<file path="config.mk">
export PLATFORM = sky130hd
export DESIGN_NAME = mpadd_seq
export DESIGN_NICKNAME = d
export VERILOG_FILES = /design/src/rtl/mpadd_seq.sv
export SDC_FILE = /design/constraint.sdc
export NUM_CORES = 1
export LEC_CHECK = 0
export ABC_CLOCK_PERIOD_IN_PS = 3550
export BUFFER_PORTS_ARGS = -buffer_cell sky130_fd_sc_hd__buf_4
export CAP_MARGIN = 20
export CORE_UTILIZATION = 49
export CTS_CLUSTER_DIAMETER = 40
export CTS_CLUSTER_SIZE = 25
export DETAILED_ROUTE_END_ITERATION = 6
export PLACE_DENSITY = 0.74
export SETUP_SLACK_MARGIN = 0.3
export SLEW_MARGIN = 20
export SYNTH_ARGS = -nofsm -noshare
export SYNTH_HDL_FRONTEND = slang
export SYNTH_SLANG_ARGS = --single-unit
</file>
<file path="constraint.sdc">
create_clock -name clk -period 3.55 [get_ports clk]
set_input_delay 1.065 -clock clk [delete_from_list [all_inputs] [get_ports clk]]
set_output_delay 1.065 -clock clk [all_outputs]
set_load 0.005 [all_outputs]
</file>
<file path="src/rtl/mpadd_seq.sv">
// Multi-precision add/sub sequencer: one 16-bit slice per cycle, LSW first.
// Optional MPADD_SAT_EN: saturate s on signed overflow at completion.
module mpadd_seq #(
  parameter int NWORDS = 4,
  localparam int W  = 16 * NWORDS,
  localparam int IW = $clog2(NWORDS)
) (
  input  logic         clk,
  input  logic         clrn,
  input  logic         start,
  input  logic         sub,
  input  logic [W-1:0] a,
  input  logic [W-1:0] b,
  output logic         busy,
  output logic         done,
  output logic [W-1:0] s,
  output logic         cout,
  output logic         ovf
);

  typedef enum logic [1:0] {
    IDLE,
    RUN,
    DONE
  } state_t;

  state_t          state_q, state_d;
  logic [W-1:0]    a_q, a_d;
  logic [W-1:0]    b_q, b_d;
  logic [W-1:0]    s_q, s_d;
  logic [IW-1:0]   idx_q, idx_d;
  logic            sub_q, sub_d;
  logic            carry_q, carry_d;
  logic            cout_q, cout_d;
  logic            ovf_q, ovf_d;

  logic [15:0]     a_sl;
  logic [15:0]     b_sl;
  logic [16:0]     sum;
  logic            c15;
  logic            ovf_w;

  assign a_sl  = a_q[idx_q*16 +: 16];
  assign b_sl  = b_q[idx_q*16 +: 16] ^ {16{sub_q}};
  assign sum   = {1'b0, a_sl} + {1'b0, b_sl} + {16'b0, carry_q};
  // carry into bit 15 recovered from the sum bit
  assign c15   = sum[15] ^ a_sl[15] ^ b_sl[15];
  assign ovf_w = c15 ^ sum[16];

  always_comb begin
    state_d = state_q;
    a_d     = a_q;
    b_d     = b_q;
    s_d     = s_q;
    idx_d   = idx_q;
    sub_d   = sub_q;
    carry_d = carry_q;
    cout_d  = cout_q;
    ovf_d   = ovf_q;
    unique case (state_q)
      IDLE, DONE: begin
        if (start) begin
          a_d     = a;
          b_d     = b;
          sub_d   = sub;
          carry_d = sub;
          idx_d   = '0;
          state_d = RUN;
        end else begin
          state_d = IDLE;
        end
      end
      RUN: begin
        s_d[idx_q*16 +: 16] = sum[15:0];
        carry_d = sum[16];
        if (idx_q == IW'(NWORDS - 1)) begin
          cout_d  = sum[16];
          ovf_d   = ovf_w;
          state_d = DONE;
`ifdef MPADD_SAT_EN
          if (ovf_w) begin
            s_d = a_q[W-1] ? {1'b1, {(W-1){1'b0}}}
                           : {1'b0, {(W-1){1'b1}}};
          end
`endif
        end else begin
          idx_d = idx_q + IW'(1);
        end
      end
      default: state_d = IDLE;
    endcase
  end

  always_ff @(posedge clk or negedge clrn) begin
    if (!clrn) begin
      state_q <= IDLE;
      a_q     <= '0;
      b_q     <= '0;
      s_q     <= '0;
      idx_q   <= '0;
      sub_q   <= 1'b0;
      carry_q <= 1'b0;
      cout_q  <= 1'b0;
      ovf_q   <= 1'b0;
    end else begin
      state_q <= state_d;
      a_q     <= a_d;
      b_q     <= b_d;
      s_q     <= s_d;
      idx_q   <= idx_d;
      sub_q   <= sub_d;
      carry_q <= carry_d;
      cout_q  <= cout_d;
      ovf_q   <= ovf_d;
    end
  end

  assign busy = (state_q == RUN);
  assign done = (state_q == DONE);
  assign s    = s_q;
  assign cout = cout_q;
  assign ovf  = ovf_q;

endmodule

</file>
==> results_dict.tcl <==
set metrics [dict create \
    outcome "complete, but fails checks" \
    failed_checks "design-rule violations" \
    wl_mm 23.66 \
    synthDistinctLibCells 43 \
    grt_pass1_wl_mm 37.49 \
    drc 30 \
    initial_core_util_pct 50.43 \
    core_um2 18090 \
    vias 6338 \
    antenna_found_initial 0 \
    crit_chain "buf_4 -> buf_6 -> mux4_2 -> xor2_2 -> ha_4 -> buf_4 -> a21o_1 -> o21ba_2 -> o211a_1 -> o22a_2 -> xnor3_1 -> o21ai_1" \
    required_ns 3.91 \
    numPortBuffers 199 \
    arrival_ns 3.66 \
    path_max_fanout 5 \
    clk_root_buffer_cell "clkbuf_16" \
    synth.net_count 805 \
    synth-seq-cells 200 \
    slew_violations 0 \
    cts_hold_buf 0 \
    fin_util_pct 67.04 \
    routabilityCongestion 0.8407 \
    num_antenna_cells 0 \
    n_fill_cell 1279 \
    drt_iter0_drc 402 \
    yosysWarnings 0 \
    grtUsageTotal_pct 25.67 \
    std_cell_rows 49 \
    syn_area_um2 9120 \
    cp_slowest_stage_delay_ns 0.55 \
    dr.pass1.iters 7 \
    instances_no_fill 1127 \
    viasPerCell 5.624 \
    rsz0062_at_grt "true" \
    syn_avg_cell_area_um2 14.03 \
    fin_skew_ns 0.008621 \
    holdCritPathClass "register to register" \
    numClockSinks 200 \
    clockBufferDepth 2 \
    setup_viol 0 \
    synth-seq-area-share_pct 54.88 \
    insertion_delay_ns 0.44 \
    grt-ovfl-total 0 \
    synth_cells 650 \
    die_w_um 138.4 \
    ant_nets 0 \
    min_period_over_period_pct 93.07 \
    clkTransAtPathRegs_ns 0.07 \
    worst_path_most_repeated_cell "buf_4" \
    maxCapViolations 0 \
    fmax_ghz 0.3027 \
    drive_above_1_share_pct 54.57 \
    cts_tree "done" \
    dp_cells 1066 \
    h-tree-depth 4 \
    worst_slew_pin_slew_ns 0.8925 \
    wl_per_cell_um 21.00 \
    dieArea_um2 19160 \
    crit_path_end_kind "register" \
    numCtsBuffers 17 \
    grt_pass1_vias 6817 \
    pin_count 200 \
    fp.dieH_um 138.4 \
    finalCriticalPeriod_ns 3.304 \
    hold_viol_final 0 \
    crit_type "register to register" \
    relSlewSlack_pct 40.28 \
    crit_slowest_cell "mux4_2" \
    crit_path_start_kind "register" \
    grt_max_degree 133 \
    nets 1040 \
    dpl.hpwl_mm 17.22 \
    area_growth_pct 32.95 \
]
[registers in the layout (all words and copies together), names as in the netlist]
signal and flops:
idx_q 2, sub_q 1, carry_q 1, ovf 1, cout 1, a_q 64
s 64, b_q 64, state_q 2
[area by class of cell]
cell class	instances	area (um2)	share of cell area (%)
clock buffer	19	452.9	3.735
clock inverter	13	166.4	1.372
inverter	10	37.54	0.3096
multi-input combinational	403	4184	34.51
sequential	200	5007	41.30
tap	229	286.5	2.363
timing repair buffer	253	1991	16.42
[kinds of logic (layout without fill, tap and decap cells)]
kind of cell	after synthesis	in the layout	synth area share (%)
buffers and inverters	47	295	2.044
DFF	200	200	54.88
adders and majority gates	23	23	3.320
and+or+nand+nor	75	75	3.869
xor gates and xnor gates	28	28	2.840
AOI/OAI and AO/OA	114	114	8.986
muxes	163	163	24.06
[synthesized netlist by cell type]
cell type  instances  area share [%]
nand4_4            1            0.23
o21bai_1           1           0.082
a2111oi_2          1            0.16
dfrtp_1          200              55
o211a_1            1            0.11
a22o_1            44             4.2
o211ai_1           1           0.082
nand2b_1           2            0.14
o31a_1             1           0.096
a211o_1            1           0.096
o22a_2             1            0.11
buf_2              8            0.44
o21a_1             3            0.25
a211oi_1           3            0.25
or4_1              2            0.16
o21ai_0           30             1.6
inv_1             10            0.41
nand3b_1           1           0.082
o21ba_2            1            0.11
nor4_1             1           0.069
nor2b_1            5            0.34
buf_1              7            0.29
xor2_1            21             2.0
mux2_2           130              16
a31oi_1            3            0.21
nor3_1             3            0.16
nand4_1            2            0.14
mux2i_1            1            0.11
o211ai_2           1            0.14
or3_1              4            0.27
a21oi_1           15            0.82
nand2_1           38             1.6
a21o_1             4            0.33
o21ai_1            2            0.11
clkbuf_1          22            0.91
nand3_1            3            0.16
xnor2_1            6            0.58
mux4_2            32             7.9
fa_1               2            0.44
xnor3_1            1            0.25
nor2_1            13            0.54
ha_1              21             2.9
a221oi_2           1            0.16
[worst max-delay path, delay by kind of cell, from the launching register on]
kind | cells | cell delay, ns
DFF | 1 | 0.41
AOI/OAI and AO/OA | 5 | 0.98
buffers and inverters | 3 | 0.41
adders and majority gates | 1 | 0.31
muxes | 1 | 0.55
xor gates and xnor gates | 2 | 0.57
[repair_timing]
action,4_1_cts,5_1_grt
setup buffers,21,8
resized for setup,25,18
pin swaps,24,13
endpoints found under the setup margin,31,32
[routing by layer]
metal,up-vias,wire (um),track usage [%]
met2,217,11810,43.04
li1,2857,-,-
met1,3234,9852,32.76
met5,-,0,0
met3,30,1540,6.269
met4,0,460,8.634
[path summary, 6_finish.rpt]
kind | slack, ns | depth (start not counted) | end | start
min reg2reg | 0.50 | 2 | s[7] | s[7]
max | 0.25 | 12 | ovf | idx_q[0]
min in group asynchronous | 0.65 | 1 | s[49] | clrn
max reg2reg | 0.25 | 12 | ovf | idx_q[0]
min | 0.50 | 2 | s[7] | s[7]
max in group asynchronous | 2.09 | 2 | b_q[19] | clrn
[cell usage in the layout, fill, tap and decap left out, types with 4 or more instances in the layout]
cell type,n
buf_4,242
dfrtp_1,198
mux2_2,130
a22o_1,44
nand2_1,37
mux4_2,32
o21ai_0,27
clkbuf_16,17
xor2_1,13
nor2_1,13
ha_1,13
a21oi_1,12
inv_1,8
xor2_2,7
ha_4,5
buf_12,5
nor2b_1,4
a21o_1,4
o21ai_2,4
buf_6,4
[stage by stage]
stage | setup TNS (ns) | instance area (um2) | hold slack (ns) | setup slack [ns]
after floorplan | 0 | 9160 | 0.4733 | 0.1474
after global placement | 0 | 11020 | 0.4714 | 0.1082
after detailed placement | -0.0008533 | 11020 | 0.4835 | -0.0008533
after CTS | 0 | 11940 | 0.5003 | 0.2560
after global routing | 0 | 12130 | 0.5177 | 0.1234
final | 0 | 12130 | 0.4970 | 0.2461
Power is left out: the tool's default activity adds up to more than one toggle a clock period on the data nets, which glitch-free logic cannot reach.
